### src/rtl/reg_bank_pkg.sv
// Shared select helpers for the register bank and the control unit.
package reg_bank_pkg;

    localparam int MAX_RPORTS = 4;
    localparam int MAX_SIZE   = 32;

    typedef logic [MAX_SIZE-1:0] sel_t;

    function automatic logic onehot_ok(input sel_t vec);
        return (vec != '0) && ((vec & (vec - sel_t'(1))) == '0);
    endfunction

    function automatic sel_t idx_to_onehot(input int unsigned idx);
        return sel_t'(1) << idx;
    endfunction

endpackage

### src/rtl/onehot_rd_port.sv
// One combinational read port: one-hot mux, write-through bypass and busy qualification.
module onehot_rd_port
    import reg_bank_pkg::*;
#(
    parameter int WIDTH = 8,
    parameter int SIZE  = 8
) (
    input  logic [SIZE-1:0][WIDTH-1:0] regs_i,
    input  logic [SIZE-1:0]            busy_i,
    input  logic [SIZE-1:0]            sel_i,
    input  logic [SIZE-1:0]            wsel_i,
    input  logic                       wen_i,
    input  logic [WIDTH-1:0]           wdata_i,
    output logic [WIDTH-1:0]           data_o,
    output logic                       rvalid_o,
    output logic                       multi_o
);

    logic [WIDTH-1:0] mux;
    logic             sel_oh;
    logic             hit;

    always_comb begin
        mux = '0;
        for (int i = 0; i < SIZE; i++) begin
            if (sel_i[i]) mux = mux | regs_i[i];
        end
    end

    assign sel_oh = onehot_ok(sel_t'(sel_i));
    // wsel_i arrives already masked, so writes to a hard-wired zero register never bypass
    assign hit      = wen_i && sel_oh && (sel_i == wsel_i);
    assign data_o   = !sel_oh ? '0 : (hit ? wdata_i : mux);
    assign rvalid_o = sel_oh && (((busy_i & sel_i) == '0) || hit);
    assign multi_o  = (sel_i != '0) && !sel_oh;

endmodule

### src/rtl/reg_bank_mp.sv
// Multi-port one-hot register bank with write-through bypass, busy scoreboard,
// optional zero register and sticky select-error flag.
module reg_bank_mp
    import reg_bank_pkg::*;
#(
    parameter int WIDTH    = 8,
    parameter int SIZE     = 8,
    parameter int RPORTS   = 2,
    parameter int ZERO_REG = 0
) (
    input  logic                     clk,
    input  logic                     reset,
    input  logic                     enable,
    input  logic [WIDTH-1:0]         in,
    input  logic [SIZE-1:0]          selectW,
    input  logic [SIZE-1:0]          reserve,
    input  logic [RPORTS*SIZE-1:0]   selectR,
    output logic [RPORTS*WIDTH-1:0]  out,
    output logic [RPORTS-1:0]        rvalid,
    output logic [SIZE-1:0]          busy,
    output logic                     sel_err
);

    localparam logic [SIZE-1:0] KEEP_MASK = (ZERO_REG != 0) ? ~SIZE'(1) : '1;

    logic [SIZE-1:0][WIDTH-1:0] regs_q, regs_d;
    logic [SIZE-1:0]            busy_q, busy_d;
    logic                       sel_err_q, sel_err_d;

    logic            wr_oh, wr_multi, res_oh, res_multi;
    logic [SIZE-1:0] wr_sel, res_sel;
    logic [RPORTS-1:0] rd_multi;

    assign wr_oh     = onehot_ok(sel_t'(selectW));
    assign wr_multi  = (selectW != '0) && !wr_oh;
    assign wr_sel    = (enable && wr_oh) ? (selectW & KEEP_MASK) : '0;
    assign res_oh    = onehot_ok(sel_t'(reserve));
    assign res_multi = (reserve != '0) && !res_oh;
    assign res_sel   = res_oh ? (reserve & KEEP_MASK) : '0;

    for (genvar p = 0; p < RPORTS; p++) begin : g_rd
        onehot_rd_port #(
            .WIDTH (WIDTH),
            .SIZE  (SIZE)
        ) u_rd (
            .regs_i   (regs_q),
            .busy_i   (busy_q),
            .sel_i    (selectR[p*SIZE +: SIZE]),
            .wsel_i   (wr_sel),
            .wen_i    (|wr_sel),
            .wdata_i  (in),
            .data_o   (out[p*WIDTH +: WIDTH]),
            .rvalid_o (rvalid[p]),
            .multi_o  (rd_multi[p])
        );
    end

    always_comb begin
        regs_d = regs_q;
        for (int i = 0; i < SIZE; i++) begin
            if (wr_sel[i]) regs_d[i] = in;
        end
        // reserve is OR-ed after the writeback clear so it wins on the same register
        busy_d    = (busy_q & ~wr_sel) | res_sel;
        sel_err_d = sel_err_q | wr_multi | res_multi | (|rd_multi);
    end

    always_ff @(posedge clk) begin
        if (reset) begin
            regs_q    <= '0;
            busy_q    <= '0;
            sel_err_q <= 1'b0;
        end else begin
            regs_q    <= regs_d;
            busy_q    <= busy_d;
            sel_err_q <= sel_err_d;
        end
    end

    assign busy    = busy_q;
    assign sel_err = sel_err_q;

endmodule
### config.mk
export PLATFORM = sky130hd
export DESIGN_NAME = reg_bank_mp
export DESIGN_NICKNAME = d
export VERILOG_FILES = /design/src/rtl/reg_bank_pkg.sv /design/src/rtl/onehot_rd_port.sv /design/src/rtl/reg_bank_mp.sv
export SDC_FILE = /design/constraint.sdc
export NUM_CORES = 1
export LEC_CHECK = 0
export CORE_MARGIN = 2
export CORE_UTILIZATION = 50
export CTS_CLUSTER_DIAMETER = 80
export DETAILED_ROUTE_END_ITERATION = 10
export PLACE_DENSITY_LB_ADDON = 0.2
export SYNTH_ARGS = -nofsm -noshare
export SYNTH_HDL_FRONTEND = slang
export SYNTH_SLANG_ARGS = --single-unit
### constraint.sdc
create_clock -name clk -period 4.1 [get_ports clk]
set_input_delay 0.615 -clock clk [delete_from_list [all_inputs] [get_ports clk]]
set_output_delay 0.615 -clock clk [all_outputs]
set_load 0.005 [all_outputs]
==> impl_metrics.toml, run 1 <==
[run_status]
status = "finished, final reports clean"

[floorplan]
die_h_um = 99.5
fp.dieArea_sq_um = 9910
fp-row-count = 34
die_w_um = 99.5
ios = 70
design.core.area_sq_um = 8810
initial_utilization = 0.518

[pwr]
p_leak_nw = 2.42
power.total_w = 0.00159
peakVddDrop_mv = 0.156
powerDensity_nw_per_um2 = 277

[final_layout]
area_growth_pct = 26.0
design_area_sq_um = 5750
nets = 639
antenna_cells = 0
fillers = 757
drive_above_1_share = 0.173

[sta]
period_minus_slack_ns = 4.01
clock.fmax_mhz = 250
slew_violations = 0
setup_tns_ns = 0
period_share = 0.977
maxSlewHeadroom = 0.366
hold_viol_final = 0
fin_skew_ns = 0
fin_hold_ws_ns = 0.533
worst_pin_slew_ns = 0.950
layout_setup_ws_ns = 0.0932
finalSetupViolations = 0
rsz0062_at_grt = "yes"

[routing]
wl_per_cell_um = 22.0
via_per_inst = 6.59
wl_met3_um = 1570
final_antenna_net_count = 0
vias = 4672
met1_length_um = 6480
drt-total-wl_um = 15600
drc = 0
wl_met2_um = 7010
top_layer_used = "met4"
drt-pass1-iter-count = 5
drt_iter0_markers = 502

[logic_synthesis]
synth_cells = 517
yosysMostFrequentCell = "nor2_1"
syn_avg_cell_area_sq_um = 8.83
synth.area.top_cells = "dfxtp_1 (32%), mux2i_1 (14%), a22oi_1 (12%), nor2_1 (6.7%), a211oi_2 (2.2%)"
synthFlopType = "dfxtp_1"
synth_commonest_cells = "nor2_1 (82), a22oi_1 (75), dfxtp_1 (73)"
synth_largest_area_cell = "dfxtp_1"
yosys.area.top_type_share = 0.320
yosysSeqAreaShare = 0.320
syn_nets = 560
yosysUniqueCellTypes = 68
synth-seq-cells = 73
syn_area_sq_um = 4560
synth_edf_count = 0
synth.yosys.warnings = 0
synth-async-reset-ratio = 0

[grt]
grt_first_pass_wirelength_um = 24100
first_global_vias = 4488
grt_max_degree = 51
gr-total-overflow = 0
antenna_found_initial = 0
track_usage = 0.315

[critical_path]
critPathMaxStageDelay_ns = 0.55
crit_arrival_ns = 3.39
cp-end-kind = "output pin"
crit_family = "simple AND/OR/NAND/NOR gates"
crit_required_ns = 3.48
slowest_stage = "or4_4"
path_cells = "clkdlybuf4s50_1 -> or4_4 -> or4_4 -> nand3_4 -> and2_2 -> buf_4 -> a31o_2 -> o211a_1 -> clkdlybuf4s50_1"
crit_fanout = 6
cp-start-kind = "input pin"
path_class = "in2out"
path_buf_inv = 3

[placed_design]
portBuffers = 69
globalplace.congestion = 0.958
pre_cts_ws_ns = -0.00676
dpl.hpwl_um = 10400
place_area_sq_um = 5490

[clocking]
clkTransAtPathRegs_ns = 0.08
clk_path_buf_depth = 2
cts_hold_buf = 0
numCtsBuffers = 9
cts_tree = "done"
cts_sinks = 73
ctsRootBufferMaster = "clkbuf_8"
cts_max_level = 3
postCtsSetupBuffers = 0
clk_latency_ns = 0.36

[hold_path]
hold_path.class = "reg2reg"

[run]
cap_violations = 0
-- tightest hold or removal path, stage by stage (launching register included) --
cell      delay (ns)
dfxtp_1         0.36
nand2b_1        0.08
a21oi_1         0.05
-- state kept, by name (all words and copies together) (netlist names) --
signal,count
sel_err,1
busy,8
regs_q,64
-- placed cells by master, fill, tap and decap left out, types with 3 or more instances in the layout --
master	synthesis	final
a31o_2	9	9
maj3_1	4	4
nor2_1	82	82
o211a_1	8	8
nand2b_1	5	5
nand3_1	8	8
nand4_1	12	12
xor2_1	3	3
clkdlybuf4s50_1	0	59
o21ai_0	5	5
xnor2_1	10	10
clkbuf_8	3	9
buf_4	6	50
mux2i_1	64	64
a21oi_1	6	6
nand3_4	2	3
nor4_1	3	3
dfxtp_1	73	73
or4_1	3	3
dlymetal6s2s_1	0	7
nand2_1	11	11
a22oi_1	75	75
inv_1	3	3
a211oi_2	8	7
and4_1	7	7
nor3_1	12	11
-- metal layers --
metal,track usage,vias up
met5,0,-
met4,0.136,0
met3,0.0555,60
met2,0.504,277
met1,0.418,2227
li1,-,2108
-- cells by family after synthesis --
logic type | share of synthesized area
simple gates | 0.206
compound gates | 0.237
flops | 0.320
mux | 0.140
buf+inv | 0.0630
xor+xnor | 0.0249
fa+ha+maj | 0.00877
-- layout make-up --
cell class                      count  area (sq um)  area share
Multi-Input combinational cell    389          2840       0.494
Sequential cell                    73          1460       0.254
Timing Repair Buffer              119          1080       0.187
Tap cell                          108           135      0.0235
Clock buffer                        9           124      0.0215
Clock inverter                      7           101      0.0176
Inverter                            4          15.0     0.00261
-- per-stage QoR --
stage                     utilization  instances
after floorplan                     -        517
after global placement          0.624        693
after detailed placement        0.624        693
after CTS                       0.649        709
after global routing            0.653        709
final                           0.653        709
-- where the power goes --
part           switching, W  internal (W)
registers        0.00000314      0.000712
clock network      0.000308      0.000348
logic              0.000131     0.0000929
-- final timing paths --
kind / startpoint / end / slack, ns / cells after the start
max: selectW[3] / out[5] / 0.09 / 9
min: busy[5] / busy[5] / 0.53 / 2
max reg2reg: sel_err / sel_err / 3.14 / 2
min reg2reg: busy[5] / busy[5] / 0.53 / 2
-- timing repair --
item,in CTS,in global routing
endpoints found under the hold margin,0,0
resized for setup,2,12
setup endpoints to repair,2,16
pin swaps,0,2
(Power assumes the default switching activity.)
==> inputs of run 2 (changes only) <==
Settings changed: GPL_TIMING_DRIVEN from default to 1.
==> results of run 2 <==
Final layout, timing and power as in run 1 (identical DEF).
==> inputs of run 3 (changes only) <==
Settings changed: GPL_TIMING_DRIVEN 1 to default.
==> results of run 3 <==
Final layout, timing and power as in run 1 (identical DEF).
==> patch: new RTL, settings of run 2 <==
Change the parameter `ZERO_REG` from 0 to 1.
--- a/src/rtl/reg_bank_mp.sv
+++ b/src/rtl/reg_bank_mp.sv
@@ -8,3 +8,3 @@
     parameter int RPORTS   = 2,
-    parameter int ZERO_REG = 0
+    parameter int ZERO_REG = 1
 ) (
Behaviour: not the same (Yosys sat finds a counterexample within 4 cycles, from zero or initial values and one cycle with reset high).
==> patch against run 2 <==
- setup slack worse by 0.028 ns
- wire length fell by 16%
- combinational power shrank 8%
- highest routed layer unchanged
- final area decreased by 10%
- sequential cell count shrank 9
- power down 17%
- die area down 11%
- area after synthesis decreased by 12%
==> patch: results (changes against run 2) <==
\begin{tabular}{lr}
\hline
Metric & Value \\
\hline
\multicolumn{2}{l}{\textbf{Cells and area}} \\
Multi-input logic portion of the cell area & 48.4\% (was 49.4\%) \\
Clock-cell share of area & 3.34\% (was 3.92\%) \\
Sequential cell count & 64 (was 73) \\
\multicolumn{2}{l}{\textbf{Critical path}} \\
Number of cells on the worst reg-to-reg path & 4 (was 2) \\
Data arrival at the endpoint of the critical path & 3.42 ns (was 3.39 ns) \\
Crit path max fanout & 9 (was 6) \\
Critical-path top delay cell & sky130\_fd\_sc\_hd\_\_or4b\_4 (was sky130\_fd\_sc\_hd\_\_or4\_4) \\
Startpoint of the worst setup timing path & selectW[2] (was selectW[3]) \\
FF-to-FF setup slack & 3.20 ns (was 3.14 ns) \\
\multicolumn{2}{l}{\textbf{Power and ir drop}} \\
Max rail drop VDD & 231 uV (was 156 uV) \\
\multicolumn{2}{l}{\textbf{Placement}} \\
Estimated wirelength of the detail-placed design & 9000 um (was 10400 um) \\
I/O Buffers & 68 (was 69) \\
\multicolumn{2}{l}{\textbf{GRT}} \\
Number of global-route vias before repair & 4034 (was 4488) \\
Pin count of the biggest net entering global routing & 46 (was 51) \\
Tot GR Track Use & 30.1\% (was 31.5\%) \\
Met3 demand-to-capacity share in global routing & 7.06\% (was 5.55\%) \\
Met2 global-route usage & 46.5\% (was 50.4\%) \\
\multicolumn{2}{l}{\textbf{Timing}} \\
Minimum hold slack & 0.509 ns (was 0.533 ns) \\
Relative slew margins & 46.5\% (was 36.6\%) \\
\multicolumn{2}{l}{\textbf{Synthesis}} \\
Share of cell area taken by muxes after synthesis & 17.9\% (was 14.0\%) \\
Leading cell types by total area after synthesis & sky130\_fd\_sc\_hd\_\_dfxtp\_1 (32\%), sky130\_fd\_sc\_hd\_\_mux2i\_1 (18\%), sky130\_fd\_sc\_hd\_\_a22oi\_1 (6.9\%), sky130\_fd\_sc\_hd\_\_nor2\_1 (6.2\%), sky130\_fd\_sc\_hd\_\_a222oi\_1 (4.5\%) (was sky130\_fd\_sc\_hd\_\_dfxtp\_1 (32\%), sky130\_fd\_sc\_hd\_\_mux2i\_1 (14\%), sky130\_fd\_sc\_hd\_\_a22oi\_1 (12\%), sky130\_fd\_sc\_hd\_\_nor2\_1 (6.7\%), sky130\_fd\_sc\_hd\_\_a211oi\_2 (2.2\%)) \\
Yosys cell types & 49 (was 68) \\
Complex-gate fraction of the synthesized area & 20.7\% (was 23.7\%) \\
\multicolumn{2}{l}{\textbf{Drt}} \\
Violation count after the first detailed-route iteration & 575 (was 502) \\
Amount of wire on met2 after detailed routing & 6040 um (was 7010 um) \\
\multicolumn{2}{l}{\textbf{Hold path}} \\
Endpoint of the worst hold path & busy[4] (was busy[5]) \\
\multicolumn{2}{l}{\textbf{Status}} \\
Result of the run & finished clean (unchanged) \\
\hline
\end{tabular}
-- patch: report_power, final --
group | switching, W | internal (W) | leakage, nW | total [W]
Clock | 0.000237 | 0.000247 | 0.0882 | 0.000484
Combinational | 0.000116 | 0.0000894 | 1.73 | 0.000205
Sequential | 0.00000281 | 0.000625 | 0.516 | 0.000628
-- patch: timing repair --
| action | 4_1_cts | 5_1_grt |
|---|---|---|
| pin swaps | 1 | 3 |
| setup buffers | 3 | 4 |
| setup endpoints to repair | 17 | 7 |
| resized for setup | 13 | 10 |
| hold endpoints to repair | 0 | 0 |
| hold buffers | 0 | 0 |
-- patch: through the flow --
stage,setup slack (ns),cells,power (W),TNS (ns),cell area [um^2]
3_3_place_gp,-0.0544,642,0.000836,-0.404,4930
3_5_place_dp,-0.0892,642,0.000840,-0.696,4930
6_report,0.0657,664,0.00132,0,5180
2_1_floorplan,0.764,477,0.000735,0,4020
4_1_cts,0.00168,660,0.00131,0,5120
5_1_grt,0.000697,664,0.00136,0,5180
